**src/rtl/vga_pkg.sv**
```systemverilog
// Shared definitions for the VGA layer compositor: RGB slice packing, FSM states, defaults.
package vga_pkg;

  localparam int unsigned H_ACTIVE_DEF = 640;

  // Background transition controller states
  typedef enum logic [1:0] {
    ST_IDLE  = 2'd0,
    ST_ARMED = 2'd1,
    ST_WIPE  = 2'd2
  } comp_state_e;

  // LSB position of packed {R,G,B} entry idx in a flattened colour bus
  function automatic int unsigned rgb_lsb(input int unsigned idx, input int unsigned color_w);
    return idx * 3 * color_w;
  endfunction

endpackage

```
**src/rtl/sprite_priority_mux.sv**
```systemverilog
// Combinational sprite selector: lowest-index asserted hit wins.
module sprite_priority_mux
  import vga_pkg::*;
#(
  parameter int unsigned NUM_SPR = 2,
  parameter int unsigned COLOR_W = 2
) (
  input  logic [NUM_SPR-1:0]           spr_hit_i,
  input  logic [NUM_SPR*3*COLOR_W-1:0] spr_rgb_i,
  output logic                         hit_any_o,
  output logic [3*COLOR_W-1:0]         rgb_o
);

  localparam int unsigned RGB_W = 3 * COLOR_W;

  // Scan from highest to lowest index so the lowest asserted hit is written last
  always_comb begin
    hit_any_o = 1'b0;
    rgb_o     = '0;
    for (int i = NUM_SPR - 1; i >= 0; i--) begin
      if (spr_hit_i[i]) begin
        hit_any_o = 1'b1;
        rgb_o     = spr_rgb_i[rgb_lsb(i, COLOR_W) +: RGB_W];
      end
    end
  end

endmodule

```
**src/rtl/vga_layer_compositor.sv**
```systemverilog
// Merges background generators and sprite layers into one registered RGB stream,
// with frame-synchronised background changes played as an optional left-to-right wipe.
module vga_layer_compositor
  import vga_pkg::*;
#(
  parameter int unsigned COLOR_W   = 2,
  parameter int unsigned NUM_BG    = 4,
  parameter int unsigned NUM_SPR   = 2,
  parameter int unsigned SEL_W     = 2,
  parameter int unsigned H_ACTIVE  = H_ACTIVE_DEF,
  parameter int unsigned WIPE_STEP = 32,
  parameter int unsigned FRAME_W   = 10
) (
  input  logic                         clk,
  input  logic                         rst_n,
  input  logic [SEL_W-1:0]             bg_sel,
  input  logic [NUM_BG*3*COLOR_W-1:0]  bg_rgb,
  input  logic [NUM_SPR*3*COLOR_W-1:0] spr_rgb,
  input  logic [NUM_SPR-1:0]           spr_hit,
  input  logic                         video_active,
  input  logic                         hsync_in,
  input  logic                         vsync_in,
  input  logic [9:0]                   pix_x,
  output logic [3*COLOR_W-1:0]         rgb_out,
  output logic                         hsync_out,
  output logic                         vsync_out,
  output logic [FRAME_W-1:0]           frame_cnt,
  output logic                         busy
);

  localparam int unsigned RGB_W = 3 * COLOR_W;
  localparam int unsigned WX_W  = 11;
  localparam int unsigned WS_W  = WX_W + 1;

  logic [SEL_W-1:0]   sel_meta_q, sel_s_q;
  logic               vsync_q;
  logic [FRAME_W-1:0] frame_cnt_q;
  comp_state_e        state_q;
  logic [SEL_W-1:0]   cur_sel_q, next_sel_q;
  logic [WX_W-1:0]    wipe_x_q;
  logic               busy_q;
  logic [RGB_W-1:0]   rgb_q;
  logic               hsync_q, vsync_out_q;

  logic               frame_tick_c;
  logic               sel_ok_c;
  logic [WS_W-1:0]    wipe_x_d;
  logic               wipe_done_c;
  logic [SEL_W-1:0]   pick_c;
  logic [RGB_W-1:0]   bg_pix_c;
  logic               spr_hit_any_c;
  logic [RGB_W-1:0]   spr_pix_c;

  // Two-flop synchroniser for the pin-driven background select
  always_ff @(posedge clk or negedge rst_n) begin
    if (!rst_n) begin
      sel_meta_q <= '0;
      sel_s_q    <= '0;
    end else begin
      sel_meta_q <= bg_sel;
      sel_s_q    <= sel_meta_q;
    end
  end

  // vsync history for rising-edge detection, and the frame counter
  always_ff @(posedge clk or negedge rst_n) begin
    if (!rst_n) begin
      vsync_q     <= 1'b0;
      frame_cnt_q <= '0;
    end else begin
      vsync_q <= vsync_in;
      if (frame_tick_c) frame_cnt_q <= frame_cnt_q + FRAME_W'(1);
    end
  end

  assign frame_tick_c = vsync_in & ~vsync_q;
  assign sel_ok_c     = (32'(sel_s_q) < NUM_BG);
  assign wipe_x_d     = {1'b0, wipe_x_q} + WS_W'(WIPE_STEP);
  assign wipe_done_c  = (wipe_x_d >= WS_W'(H_ACTIVE));

  // Background transition FSM: arm on a new valid select, switch or wipe on frame ticks
  always_ff @(posedge clk or negedge rst_n) begin
    if (!rst_n) begin
      state_q    <= ST_IDLE;
      cur_sel_q  <= '0;
      next_sel_q <= '0;
      wipe_x_q   <= '0;
      busy_q     <= 1'b0;
    end else begin
      unique case (state_q)
        ST_IDLE: begin
          if ((sel_s_q != cur_sel_q) && sel_ok_c) begin
            next_sel_q <= sel_s_q;
            state_q    <= ST_ARMED;
            busy_q     <= 1'b1;
          end
        end
        ST_ARMED: begin
          if (frame_tick_c) begin
            if (WIPE_STEP == 0) begin
              cur_sel_q <= next_sel_q;
              state_q   <= ST_IDLE;
              busy_q    <= 1'b0;
            end else begin
              wipe_x_q <= '0;
              state_q  <= ST_WIPE;
            end
          end
        end
        ST_WIPE: begin
          if (frame_tick_c) begin
            if (wipe_done_c) begin
              cur_sel_q <= next_sel_q;
              wipe_x_q  <= '0;
              state_q   <= ST_IDLE;
              busy_q    <= 1'b0;
            end else begin
              wipe_x_q <= wipe_x_d[WX_W-1:0];
            end
          end
        end
        default: begin
          state_q <= ST_IDLE;
          busy_q  <= 1'b0;
        end
      endcase
    end
  end

  // Columns left of the wipe front already show the incoming background
  assign pick_c = ((state_q == ST_WIPE) && (WX_W'(pix_x) < wipe_x_q)) ? next_sel_q : cur_sel_q;

  // Background source mux
  always_comb begin
    bg_pix_c = '0;
    for (int i = 0; i < NUM_BG; i++) begin
      if (pick_c == SEL_W'(i)) bg_pix_c = bg_rgb[rgb_lsb(i, COLOR_W) +: RGB_W];
    end
  end

  sprite_priority_mux #(
    .NUM_SPR (NUM_SPR),
    .COLOR_W (COLOR_W)
  ) u_spr_mux (
    .spr_hit_i (spr_hit),
    .spr_rgb_i (spr_rgb),
    .hit_any_o (spr_hit_any_c),
    .rgb_o     (spr_pix_c)
  );

  // Output stage: colour and syncs registered together so they stay aligned
  always_ff @(posedge clk or negedge rst_n) begin
    if (!rst_n) begin
      rgb_q       <= '0;
      hsync_q     <= 1'b0;
      vsync_out_q <= 1'b0;
    end else begin
      hsync_q     <= hsync_in;
      vsync_out_q <= vsync_in;
      if (!video_active)      rgb_q <= '0;
      else if (spr_hit_any_c) rgb_q <= spr_pix_c;
      else                    rgb_q <= bg_pix_c;
    end
  end

  assign rgb_out   = rgb_q;
  assign hsync_out = hsync_q;
  assign vsync_out = vsync_out_q;
  assign frame_cnt = frame_cnt_q;
  assign busy      = busy_q;

endmodule

```
**config.mk**
```make
export PLATFORM = sky130hd
export DESIGN_NAME = vga_layer_compositor
export DESIGN_NICKNAME = d
export VERILOG_FILES = /design/src/rtl/vga_pkg.sv /design/src/rtl/sprite_priority_mux.sv /design/src/rtl/vga_layer_compositor.sv
export SDC_FILE = /design/constraint.sdc
export NUM_CORES = 1
export LEC_CHECK = 0
export ABC_AREA = 1
export CORE_UTILIZATION = 49
export CTS_BUF_LIST = sky130_fd_sc_hd__clkbuf_8
export CTS_CLUSTER_DIAMETER = 80
export CTS_CLUSTER_SIZE = 24
export DETAILED_ROUTE_END_ITERATION = 7
export PLACE_DENSITY = 0.88
export RECOVER_POWER = 25
export REMOVE_ABC_BUFFERS = 1
export SKIP_CTS_REPAIR_TIMING = 1
export SKIP_LAST_GASP = 1
export SLEW_MARGIN = 10
export SYNTH_ARGS = -nofsm -noshare
export SYNTH_HDL_FRONTEND = slang
export SYNTH_SLANG_ARGS = --single-unit
```
**constraint.sdc**
```tcl
create_clock -name clk -period 3.89 [get_ports clk]
set_clock_uncertainty 0.05 [all_clocks]
set_input_delay 0.778 -clock clk [delete_from_list [all_inputs] [get_ports clk]]
set_output_delay 0.778 -clock clk [all_outputs]
set_load 0.005 [all_outputs]
```
==> impl_metrics.tcl <==
set metrics [dict create \
    fin_nets 361 \
    gp_congestion 0.8261 \
    dpl-instance-area_um2 2644 \
    vias 1721 \
    min_path_type "flip-flop to flip-flop" \
    p_int_mw 0.9678 \
    hold_violations 0 \
    std_cell_rows 22 \
    cap_violations 1 \
    path_clk_slew_ps 70 \
    htreeDepth 2 \
    fill_cells 291 \
    clock-sinks 35 \
    yosysSeqAreaShare 0.4537 \
    use_met1 0.2873 \
    grt_start_max_net_pins 36 \
    setup_tns_ps 0 \
    ios 74 \
    final_area_um2 2760 \
    cp-start-kind "primary input" \
    fmax_mhz 404.4 \
    syn_area_um2 1931 \
    setup_viol 0 \
    fin_ws_ps 1417 \
    design.die.area_um2 4195 \
    power.density_nw_per_um2 562.4 \
    wl_per_cell_um 12.39 \
    slew_violations 36 \
    area_delta_synth_final_pct 42.97 \
    worst_pin_slew_ps 1784 \
    leakage_nw 1.281 \
    power.switching_mw 0.5846 \
    antenna_found_initial 0 \
    grt_pass1_vias 1636 \
    syn_inst 226 \
    synth-async-reset-ratio 1.000 \
    route.detailed.drc 0 \
    cts_tree "yes" \
    use_met2 0.3542 \
    layout-drive-gt1-share 0.08333 \
    grt-ovfl-total 0 \
    final_util 0.7428 \
    core_um2 3716 \
    worst_slew_margin_rel -0.1890 \
    start_util 0.5195 \
    ys_types 29 \
    sw_frac_of_total 0.3766 \
    finalCriticalPeriod_ps 2473 \
    drt-initial-drc-count 67 \
    cp_data_required_time_ps 4060 \
    grt-busiest-layer "met2" \
    port_buffers 68 \
    place_hpwl_um 3240 \
    yosys_warnings 0 \
    grt_usage 0.2231 \
    cts_buffer_depth 2 \
    worstSetupEndpointType "flip-flop" \
    synth-edff-count 0 \
    wl_um 4312 \
    criticalPathCategory "primary input to flip-flop" \
    grt_util_met3 0.06866 \
    rsz0062_at_grt "false" \
    synth_seq_cells 35 \
    die_h_um 64.77 \
    vdd_drop_max_uv 386.8 \
    cp_max_fo 9 \
    combPwrFrac 0.421 \
    grt_pass1_wl_um 7162 \
    outcome "finished with violations" \
    syn-mean-instance-area_um2 8.542 \
    power.share.clock 0.217 \
    fp.dieW_um 64.77 \
    cp.arrival_ps 2640 \
    seq_power_share 0.362 \
    antenna_left 0 \
    drt_pass1_iterations 4 \
    violations "capacitance limit, slew limit" \
    cts_buffers 5 \
    p_total_mw 1.552 \
    clockRootBuffer "clkbuf_8" \
    clock_latency_ps 280 \
    pre_cts_slack_ps 1121 \
    ys.flop_type "dfrtp_1" \
    fin_crit_sh 0.6357 \
    antennaDiodeCount 0 \
    via_per_inst 4.945 \
]
==> worst max-delay path, stage by stage <==
cell and delay [ps]:
clkdlybuf4s50_1 420, ha_1 280, inv_1 50, nor2_1 80, nand2_1 60, nand2_1 80
clkinv_2 90, nand2_4 110, nand2_1 60, nand2_1 230, o21ai_0 140, nand2_1 100
nand2_1 70, a21oi_2 110
==> through the flow <==
stage | hold slack, ps | std cells
global route | 302.0 | 348
floorplan | 281.2 | 223
finish | 294.0 | 348
detailed placement | 288.1 | 340
global placement | 282.7 | 340
CTS | 296.3 | 348
==> registers in the layout, indices dropped and copies added (netlist names) <==
signal / flops
rgb_out: 6
frame_cnt: 10
hsync_out: 1
next_sel_q: 2
sel_meta_q: 2
sel_s_q: 2
busy: 1
state_q: 2
wipe_x_q: 6
cur_sel_q: 2
vsync_out: 1
==> power groups by stage <==
stage / sequential [mW] / combinational, mW / clock (mW)
after floorplan: 0.553 / 0.414 / 0
after global placement: 0.562 / 0.636 / 0
after detailed placement: 0.565 / 0.652 / 0
after CTS: 0.561 / 0.656 / 0.343
after global routing: 0.574 / 0.744 / 0.361
final: 0.562 / 0.653 / 0.337
==> final timing paths <==
check | start | to | slack [ps] | cells past startpoint
worst max-delay path | pix_x[9] | rgb_out[1] | 1420 | 14
worst min-delay path | sel_meta_q[0] | sel_s_q[0] | 290 | 0
worst max register to register | wipe_x_q[5] | rgb_out[1] | 1840 | 12
worst min register to register | sel_meta_q[0] | sel_s_q[0] | 290 | 0
max in group asynchronous | rst_n | sel_s_q[1] | 1840 | 1
min in group asynchronous | rst_n | wipe_x_q[5] | 910 | 1
==> cell usage in the layout (no fill, tap or decap), types with 4 or more instances in the layout <==
cell type,netlist,layout
clkdlybuf4s50_1,0,63
nand2_1,41,41
dfrtp_1,35,35
inv_1,34,34
nand3_1,27,27
nor2_1,13,13
o21ai_0,11,11
ha_1,7,7
nand2_2,6,6
o221ai_1,6,6
xor2_1,6,6
clkbuf_8,0,6
a21oi_1,5,5
xnor2_1,5,5
a21oi_2,4,4
nand4_1,4,4
o22ai_1,4,4
dlygate4sd3_1,0,4
==> synthesized netlist by cell type (2+ instances only) <==
master,n,area share
a21oi_2,4,0.018
nand3_1,27,0.070
or2_0,3,0.0097
o22ai_1,4,0.013
inv_1,34,0.066
nand2_1,41,0.080
ha_1,7,0.045
nand4_1,4,0.013
nand2_2,6,0.019
dfrtp_1,35,0.45
a21oi_1,5,0.013
o21ai_0,11,0.029
buf_6,2,0.012
nand3b_1,2,0.0078
xnor2_1,5,0.023
nor2_1,13,0.025
o221ai_1,6,0.027
xor2_1,6,0.027
==> final cells by class <==
type	instances	area (um2)	share of cell area
Clock inverter	2	35.03	0.01269
Sequential cell	35	875.8	0.3173
Timing Repair Buffer	69	681.9	0.2471
Multi-Input combinational cell	152	888.4	0.3218
Tap cell	48	60.06	0.02176
Clock buffer	6	82.58	0.02992
Inverter	36	136.4	0.04941
==> cells by family (layout without fill, tap and decap cells) <==
group	after synthesis	count (layout)	synth area share
and+or+nand+nor	100	100	0.2430
buffers and inverters	39	113	0.08619
DFF	35	35	0.4537
AOI/OAI and AO/OA	33	33	0.1167
xor gates and xnor gates	11	11	0.04990
adders and majority gates	7	7	0.04536
muxes	1	1	0.005185
==> layer usage <==
layer | wire [um] | up-vias
met3 | 256 | 4
met2 | 2073 | 61
li1 | - | 890
met4 | 30 | 0
met1 | 1952 | 766
met5 | 0 | -
Note: power is estimated with default switching activity, not from simulation.
